[src/rtl/divsqrt_result_queue_pkg.sv]
// Shared configuration and result-entry payload for the div/rem/sqrt result path.
// Consumed by the result queue, the integer normalizer and the FP rounding stage.
package divsqrt_result_queue_pkg;

  // Core configuration (RV64 with double-precision divider)
  localparam int unsigned XLEN    = 64;  // integer register width
  localparam int unsigned NE      = 11;  // FP exponent width
  localparam int unsigned DIVb    = 59;  // divider mantissa bits (mantissa is DIVb+1 wide)
  localparam int unsigned INTDIVb = 64;  // integer divider datapath bits
  localparam int unsigned DIVBLEN = 7;   // width of normalization shift amount

  localparam int unsigned UM_W  = DIVb + 1;
  localparam int unsigned UE_W  = NE + 2;
  localparam int unsigned PRE_W = INTDIVb + 4;

  // One completed divider operation as seen by the rounding / writeback stage
  typedef struct packed {
    logic              IntDiv;
    logic              Sqrt;
    logic              Special;
    logic              Sticky;
    logic [UM_W-1:0]   Um;
    logic [UE_W-1:0]   Ue;
    logic [XLEN-1:0]   IntResult;
  } divres_entry_t;

endpackage

[src/rtl/divsqrt_intnorm.sv]
// Integer result normalization: arithmetic right shift of the pre-normalized
// divider result, then optional 32-bit sign extension for W-type ops on RV64.
//  PreResult   in  PRE_W    pre-normalized integer result (signed)
//  NormShift   in  DIVBLEN  right-shift amount
//  W64         in  1        sign-extend from bit 31
//  IntResult_c out XLEN     normalized integer result (combinational)
module divsqrt_intnorm
  import divsqrt_result_queue_pkg::*;
(
  input  logic [PRE_W-1:0]   PreResult,
  input  logic [DIVBLEN-1:0] NormShift,
  input  logic               W64,
  output logic [XLEN-1:0]    IntResult_c
);

  logic [XLEN-1:0] shifted;

  // Truncating cast keeps the low XLEN bits of the signed shift
  always_comb begin
    shifted = XLEN'($signed(PreResult) >>> NormShift);
    if (W64) IntResult_c = {{(XLEN-32){shifted[31]}}, shifted[31:0]};
    else     IntResult_c = shifted;
  end

endmodule

[src/rtl/divsqrt_result_queue.sv]
// In-order result buffer between the div/rem/sqrt unit and the rounding /
// integer writeback stage. Integer results are normalized on enqueue so the
// output path is a plain read of the head entry.
//  clk, reset (async active-low), FlushM (sync discard)
//  InValid/InReady + In* fields : producer side (divider)
//  OutValid/OutReady + Out* fields : consumer side (head entry, combinational read)
//  Count : occupancy
module divsqrt_result_queue
  import divsqrt_result_queue_pkg::*;
#(
  parameter  int unsigned DEPTH = 2,
  localparam int unsigned CW    = $clog2(DEPTH) + 1
)(
  input  logic               clk,
  input  logic               reset,
  input  logic               FlushM,
  input  logic               InValid,
  output logic               InReady,
  input  logic               InIntDiv,
  input  logic               InW64,
  input  logic               InSqrt,
  input  logic               InSpecial,
  input  logic [UM_W-1:0]    InUm,
  input  logic [UE_W-1:0]    InUe,
  input  logic               InSticky,
  input  logic [PRE_W-1:0]   InPreResult,
  input  logic [DIVBLEN-1:0] InNormShift,
  output logic               OutValid,
  input  logic               OutReady,
  output logic               OutIntDiv,
  output logic               OutSqrt,
  output logic               OutSpecial,
  output logic               OutSticky,
  output logic [UM_W-1:0]    OutUm,
  output logic [UE_W-1:0]    OutUe,
  output logic [XLEN-1:0]    OutIntResult,
  output logic [CW-1:0]      Count
);

  localparam int unsigned PW = (DEPTH > 1) ? $clog2(DEPTH) : 1;

  divres_entry_t   mem [DEPTH];
  divres_entry_t   inEntry;
  divres_entry_t   head;
  logic [PW-1:0]   rdPtr, wrPtr;
  logic [XLEN-1:0] normResult;
  logic            full, enq, deq;

  divsqrt_intnorm u_intnorm (
    .PreResult   (InPreResult),
    .NormShift   (InNormShift),
    .W64         (InW64),
    .IntResult_c (normResult)
  );

  // Handshake: a full queue still accepts when its head leaves this cycle
  always_comb begin
    full     = (Count == CW'(DEPTH));
    OutValid = (Count != '0);
    deq      = OutValid && OutReady;
    InReady  = !full || deq;
    enq      = InValid && InReady;
  end

  // Entry build: FP and integer fields are mutually zeroed
  always_comb begin
    inEntry         = '0;
    inEntry.IntDiv  = InIntDiv;
    inEntry.Sqrt    = InSqrt;
    inEntry.Special = InSpecial;
    if (InIntDiv) begin
      inEntry.IntResult = normResult;
    end else begin
      inEntry.Um     = InUm;
      inEntry.Ue     = InUe;
      inEntry.Sticky = InSticky;
    end
  end

  // Storage, pointers and occupancy; flush overrides same-cycle enq/deq
  always_ff @(posedge clk or negedge reset) begin
    if (!reset) begin
      rdPtr <= '0;
      wrPtr <= '0;
      Count <= '0;
      for (int i = 0; i < int'(DEPTH); i++) mem[i] <= '0;
    end else if (FlushM) begin
      rdPtr <= '0;
      wrPtr <= '0;
      Count <= '0;
    end else begin
      if (enq) begin
        mem[wrPtr] <= inEntry;
        wrPtr      <= wrPtr + PW'(1);
      end
      if (deq) rdPtr <= rdPtr + PW'(1);
      if (enq && !deq)      Count <= Count + CW'(1);
      else if (!enq && deq) Count <= Count - CW'(1);
    end
  end

  // Head entry read
  always_comb begin
    head         = mem[rdPtr];
    OutIntDiv    = head.IntDiv;
    OutSqrt      = head.Sqrt;
    OutSpecial   = head.Special;
    OutSticky    = head.Sticky;
    OutUm        = head.Um;
    OutUe        = head.Ue;
    OutIntResult = head.IntResult;
  end

  // Occupancy must never pass DEPTH
  a_noOverflow: assert property (@(posedge clk) disable iff (!reset)
    !(enq && full && !deq) && (Count <= CW'(DEPTH)))
    else $error("result queue overflow");

endmodule
[config.mk]
export PLATFORM = sky130hd
export DESIGN_NAME = divsqrt_result_queue
export DESIGN_NICKNAME = d
export VERILOG_FILES = /design/src/rtl/divsqrt_result_queue_pkg.sv /design/src/rtl/divsqrt_intnorm.sv /design/src/rtl/divsqrt_result_queue.sv
export SDC_FILE = /design/constraint.sdc
export NUM_CORES = 1
export LEC_CHECK = 0
export BUFFER_PORTS_ARGS = -buffer_cell sky130_fd_sc_hd__buf_2
export CAP_MARGIN = 20
export CORE_MARGIN = 8
export CORE_UTILIZATION = 58
export DETAILED_ROUTE_END_ITERATION = 10
export MAX_ROUTING_LAYER = met4
export PLACE_DENSITY = 0.81
export SLEW_MARGIN = 20
export SYNTH_ARGS = -nofsm -noshare
export SYNTH_HDL_FRONTEND = slang
export SYNTH_HIERARCHICAL = 1
export SYNTH_SLANG_ARGS = --single-unit
export TNS_END_PERCENT = 10
[constraint.sdc]
create_clock -name clk -period 2.33 [get_ports clk]
set_input_delay 0.699 -clock clk [delete_from_list [all_inputs] [get_ports clk]]
set_output_delay 0.699 -clock clk [all_outputs]
set_load 0.005 [all_outputs]
Yosys cells after proc, flatten, opt, wreduce, memory -nomap -nowiden
Index checks and enable logic that the tools add are counted.
{"block": "totals", "out_inout_bits": 145, "elab_cells": 59, "inputBits": 158, "reg_bits": 286}
{"block": "op_classes", "n_addsub": 4, "muxes": 16, "shifts": 1, "order_cmp": 3, "eq_ne": 1, "bitwise": 3, "reduce_logical": 14}
{"op": "141-bit 2-to-1 mux", "n": 4}
{"op": "282-bit bitwise mux", "n": 1}
{"op": "141-bit demux with 1-bit select", "n": 1}
{"op": "64-bit 2-to-1 mux", "n": 2}
{"op": "74-bit 2-to-1 mux", "n": 1}
{"op": "68-bit by 7-bit >>> shifter with 64-bit output", "n": 1}
{"op": "2-bit 2-to-1 mux", "n": 3}
{"op": "2-bit nonzero test", "n": 3}
{"op": "1-bit logical AND", "n": 5}
{"op": "2-bit >= comparator (second input constant)", "n": 2}
{"op": "1-bit 2-to-1 mux", "n": 4}
{"op": "1-bit inverter with 2-bit output", "n": 2}
{"op": "1-bit zero test", "n": 3}
{"op": "3-bit nonzero test", "n": 1}
{"op": "1-bit adder (second input constant)", "n": 2}
{"op": "2-bit by 1-bit adder with 2-bit output (second input constant)", "n": 1}
{"op": "2-bit equality test (second input constant)", "n": 1}
{"op": "2-bit by 1-bit less-than comparator with 1-bit output (second input constant)", "n": 1}
{"op": "2-bit AND reduction", "n": 1}
{"op": "2-bit by 1-bit subtractor with 2-bit output (second input constant)", "n": 1}
{"op": "1-bit logical OR", "n": 1}
{"op": "1-bit inverter", "n": 1}

Depth between registers and ports, before layout
{"block": "depth", "word_depth": 9, "depth_mapped": 13, "mapped_depth_nobuf": 7}

Hierarchy
The synthesis kept the hierarchy.
{"mod": "divsqrt_result_queue", "seq_area_each_um2": 7156.9, "n_inst": 1, "area_each_um2": 13614.3, "cells_each": 932}
{"mod": "divsqrt_intnorm", "seq_area_each_um2": 0.0, "n_inst": 1, "area_each_um2": 5969.5, "cells_each": 673}

Worst setup path after synthesis
Ideal clock, no wire load.
{"block": "synth_timing", "kind": "input-to-reg", "start": "input port InNormShift[1]", "end": "register mem[8] in the netlist's numbering", "setup_time_ps": 125, "cell_stages": 9, "n_path_buf": 2, "path_slack_ps": -649, "arrival_ps": 2854, "required_time_ps": 2205, "cell_sequence": "buf_6 > buf_4 > mux4_2 > mux2_2 > mux4_2 > nand2_1 > o211ai_1 > and2_1 > mux2_2"}
{"block": "synth_between", "elab_chain_len": 4}
{"item": "from (decl)", "line": "divsqrt_result_queue.sv:27", "source": "input logic [DIVBLEN-1:0] InNormShift,"}
{"item": "68-bit by 7-bit >>> shifter with 64-bit output", "line": "divsqrt_intnorm.sv:20", "source": "shifted = XLEN'($signed(PreResult) >>> NormShift);"}
{"item": "64-bit 2-to-1 mux", "line": "divsqrt_intnorm.sv:21", "source": "if (W64) IntResult_c = {{(XLEN-32){shifted[31]}}, shifted[31:0]};"}
{"item": "net normResult[8]", "line": "divsqrt_result_queue.sv:46", "source": "logic [XLEN-1:0] normResult;"}
{"item": "64-bit 2-to-1 mux", "line": "divsqrt_result_queue.sv:71", "source": "if (InIntDiv) begin"}
{"item": "282-bit bitwise mux", "line": "divsqrt_result_queue.sv:93", "source": "mem[wrPtr] <= inEntry;"}
{"item": "to (signal, indexed assignment)", "line": "divsqrt_result_queue.sv:93"}
{"item": "to (decl)", "line": "divsqrt_result_queue.sv:42", "source": "divres_entry_t mem [DEPTH];"}
The timed path passes the listed nets, and every way through them passes these cells.
A chain may end at the register's enable or synchronous reset.

Final worst setup path
{"block": "layout_timing", "start": "register rdPtr", "end": "output port OutUe[0]"}
{"block": "layout_between", "elab_chain_len": 4}
{"item": "from (decl)", "line": "divsqrt_result_queue.sv:45", "source": "logic [PW-1:0] rdPtr, wrPtr;"}
{"item": "from (signal assigned)", "line": "divsqrt_result_queue.sv:96", "source": "if (deq) rdPtr <= rdPtr + PW'(1);"}
{"item": "1-bit inverter with 2-bit output (implied by the code)", "line": "divsqrt_result_queue.sv:104", "source": "head = mem[rdPtr];"}
{"item": "141-bit 2-to-1 mux (implied by the code) (3 in series)", "line": "divsqrt_result_queue.sv:104"}
{"item": "to (decl)", "line": "divsqrt_result_queue.sv:35", "source": "output logic [UE_W-1:0] OutUe,"}
Every way passes these cells. The select of a mux whose other input is x is not followed.

==> impl_metrics.env <==
export IMPL_status="finished with violations"
export IMPL_violations="negative setup slack"
export IMPL_min_period_ns=2.67
export IMPL_nets=2256
export IMPL_r2r_setup_slack_ns=0.25
export IMPL_postRouteWirelength_um=67300
export IMPL_via_count=16300
export IMPL_crit_path_start_kind="flip-flop"
export IMPL_wl_per_cell_um=26.2
export IMPL_synth_top_area_share_pct=36.5
export IMPL_htreeDepth=1
export IMPL_antenna_found_initial=2
export IMPL_worstSetupPathType="flip-flop to primary output"
export IMPL_drive_gt1_share_pct=61.8
export IMPL_path_delay_family="buffers and inverters"
export IMPL_grt_pass1_vias=17100
export IMPL_setup_viol=239
export IMPL_finalClockSkew_ns=0.0286
export IMPL_fillers=2064
export IMPL_fp_dieArea_um2=39900
export IMPL_dr_pass1_iters=6
export IMPL_synth_cell_types=66
export IMPL_max_cap_violations=0
export IMPL_r2r_end="mem[35]"
export IMPL_critPathBufInv=4
export IMPL_synth_area_top_cells="dfrtp_1 (37%), mux2_2 (21%), mux4_2 (9.5%)"
export IMPL_path_clk_slew_ns=0.06
export IMPL_coreArea_um2=33400
export IMPL_crit_slowest_cell="dfrtp_4"
export IMPL_finalCritPeriodShare_pct=114
export IMPL_syn_avg_cell_area_um2=12.2
export IMPL_ir_worst_vdd_mv=0.643
export IMPL_postRouteAntennaNets=0
export IMPL_synth_edff_count=0
export IMPL_hold_path_class="input port to asynchronous set/reset pin"
export IMPL_cts_hold_buf=0
export IMPL_yosysMostFrequentCell="mux2_2"
export IMPL_cp_end_kind="primary output"
export IMPL_die_y_um=200
export IMPL_ys_flop_type="dfrtp_1"
export IMPL_drv_slew=0
export IMPL_cp_max_fo=7
export IMPL_max_stage_delay_ns=0.52
export IMPL_critPathArrivalTime_ns=1.97
export IMPL_dieWidth_um=200
export IMPL_dr_first_iter_drc_count=1715
export IMPL_start_util_pct=58.7
export IMPL_worstSkewPairLatency_ns=0.59
export IMPL_clk_path_buf_depth=3
export IMPL_relSlewSlack_pct=63.2
export IMPL_area_growth_pct=31.7
export IMPL_synthTopCellsByCount="mux2_2 (365), dfrtp_1 (286), mux2_4 (91)"
export IMPL_utilization_pct=77.3
export IMPL_syn_cell_area_um2=19600
export IMPL_dp_hpwl_um=47100
export IMPL_fmax_mhz=375
export IMPL_viasPerCell=6.34
export IMPL_grt_max_degree=59
export IMPL_cts_buffers_inserted=31
export IMPL_worst_slack_ns=-0.337
export IMPL_grt_pass1_wl_um=102000
export IMPL_grt_usage_pct=33.7
export IMPL_timing_rr_start="Count[1]"
export IMPL_tns_ns=-48.38
export IMPL_cts_tree="done"
export IMPL_rows=67
export IMPL_p_leak_uw=0.0120
export IMPL_grt_setup_unrepaired="true"
export IMPL_root_buffer="clkbuf_16"
export IMPL_worst_pin_slew_ns=0.549
export IMPL_netlist_instances=1605
export IMPL_cp_common_cell="buf_12"
export IMPL_cp_cell_sequence="buf_12 -> buf_12 -> buf_16 -> mux2_4 -> buf_6"
export IMPL_gp_congestion=1.02
export IMPL_io_pins=303
export IMPL_synthArstFlopShare_pct=100
export IMPL_synth_seq_cells=286
export IMPL_drc=0
export IMPL_yosysWarnings=6
export IMPL_synth_area_leader_cell="dfrtp_1"
export IMPL_synth_seq_area_share_pct=36.5
export IMPL_syn_num_nets=1763
export IMPL_gr_total_overflow=0
export IMPL_cts_sinks=286
export IMPL_final_hold_violation_count=0
export IMPL_powerDensity_nw_per_um2=676
export IMPL_ff2ff_path_depth=4
export IMPL_io_buffers=302
export IMPL_crit_required_ns=1.63
worst max path at each step:
stage,from,end,slack (ns),cells past startpoint
6_report,rdPtr,OutUe[0],-0.34,5
2_1_floorplan,InNormShift[1],mem[1],-0.58,10
3_5_place_dp,InNormShift[1],mem[178],-1.03,10
3_3_place_gp,InNormShift[1],mem[37],-1.01,10
5_1_grt,rdPtr,OutUm[40],-0.37,5
4_1_cts,rdPtr,OutUe[0],-0.34,5
placed cells by master, fill, tap and decap left out, drive strengths merged, types with 5 or more instances in the layout:
cell | synthesis | routed
buf | 81 | 600
mux2 | 456 | 456
dfrtp | 286 | 286
mux4 | 93 | 93
nor2b | 81 | 81
mux2i | 80 | 80
nand2 | 79 | 79
and2 | 72 | 72
a21oi | 48 | 48
clkbuf | 61 | 46
nand3 | 40 | 40
o21ai | 33 | 33
nor2 | 30 | 30
o211ai | 29 | 29
a22oi | 16 | 16
nand2b | 10 | 10
o22ai | 10 | 10
a32oi | 8 | 8
clkinv | 1 | 7
inv | 6 | 7
a221oi | 6 | 6
or2 | 5 | 5
o31ai | 5 | 5
flip-flops by register name, summed over array words and instances, names as in the netlist:
| signal | flops |
|---|---|
| wrPtr | 1 |
| Count | 2 |
| mem | 282 |
| rdPtr | 1 |
worst register-to-register path, delay by kind of cell (launching register included):
family	cells	cell delay [ns]
muxes	1	0.40
DFF	1	0.46
buffers and inverters	1	0.29
and+or+nand+nor	2	0.79
power breakdown:
| group | leakage [µW] | switching, µW | internal, µW | total [µW] |
|---|---|---|---|---|
| Combinational | 0.00783 | 2660 | 3370 | 6030 |
| Sequential | 0.00371 | 569 | 5980 | 6550 |
| Clock | 0.000494 | 2070 | 2790 | 4860 |
| Total | 0.0120 | 5300 | 12200 | 17400 |
timing repair:
item / CTS / global route
setup buffers: 13 / 1
gates resized for setup: 160 / 72
pin swaps: 37 / 19
setup endpoints to repair: 268 / 267
gates cloned: 12 / 0
metal layers:
layer	track usage, %	vias up	share of wire (%)
met4	12.1	0	4.2
met3	5.36	197	8.6
met2	54.5	947	48
met5	-	-	0
met1	42.8	8163	39
li1	-	7005	-
final cells by class:
cell class	instances	area, µm²	share of cell area [%]
multi-input combinational	1170	12200	47.3
sequential	286	7160	27.8
timing repair buffer	602	4830	18.7
clock buffer	46	902	3.50
tap	448	561	2.17
clock inverter	11	104	0.403
inverter	7	30.0	0.116
antenna	2	5.00	0.0194
cell families after synthesis:
kind of cell	count (synthesis)	synth area share, %
flip-flops	286	36.5
AO/OA/AOI/OAI	202	7.09
XOR/XNOR	1	0.0447
multiplexers	629	42.9
AND/OR/NAND/NOR	338	9.21
buffers and inverters	149	4.17
through the flow:
step / power, µW / std cells / area [µm²] / hold slack, ns / setup WS, ns
global route: 18100 / 2572 / 25800 / 0.0786 / -0.370
CTS: 17200 / 2569 / 25500 / 0.0510 / -0.338
detailed placement: 11900 / 2489 / 23400 / 0.489 / -1.03
global placement: 11700 / 2489 / 23400 / 0.482 / -1.01
floorplan: 9620 / 1605 / 19700 / 0.403 / -0.580
finish: 17400 / 2572 / 25800 / 0.0542 / -0.337
(Power assumes the default switching activity.)
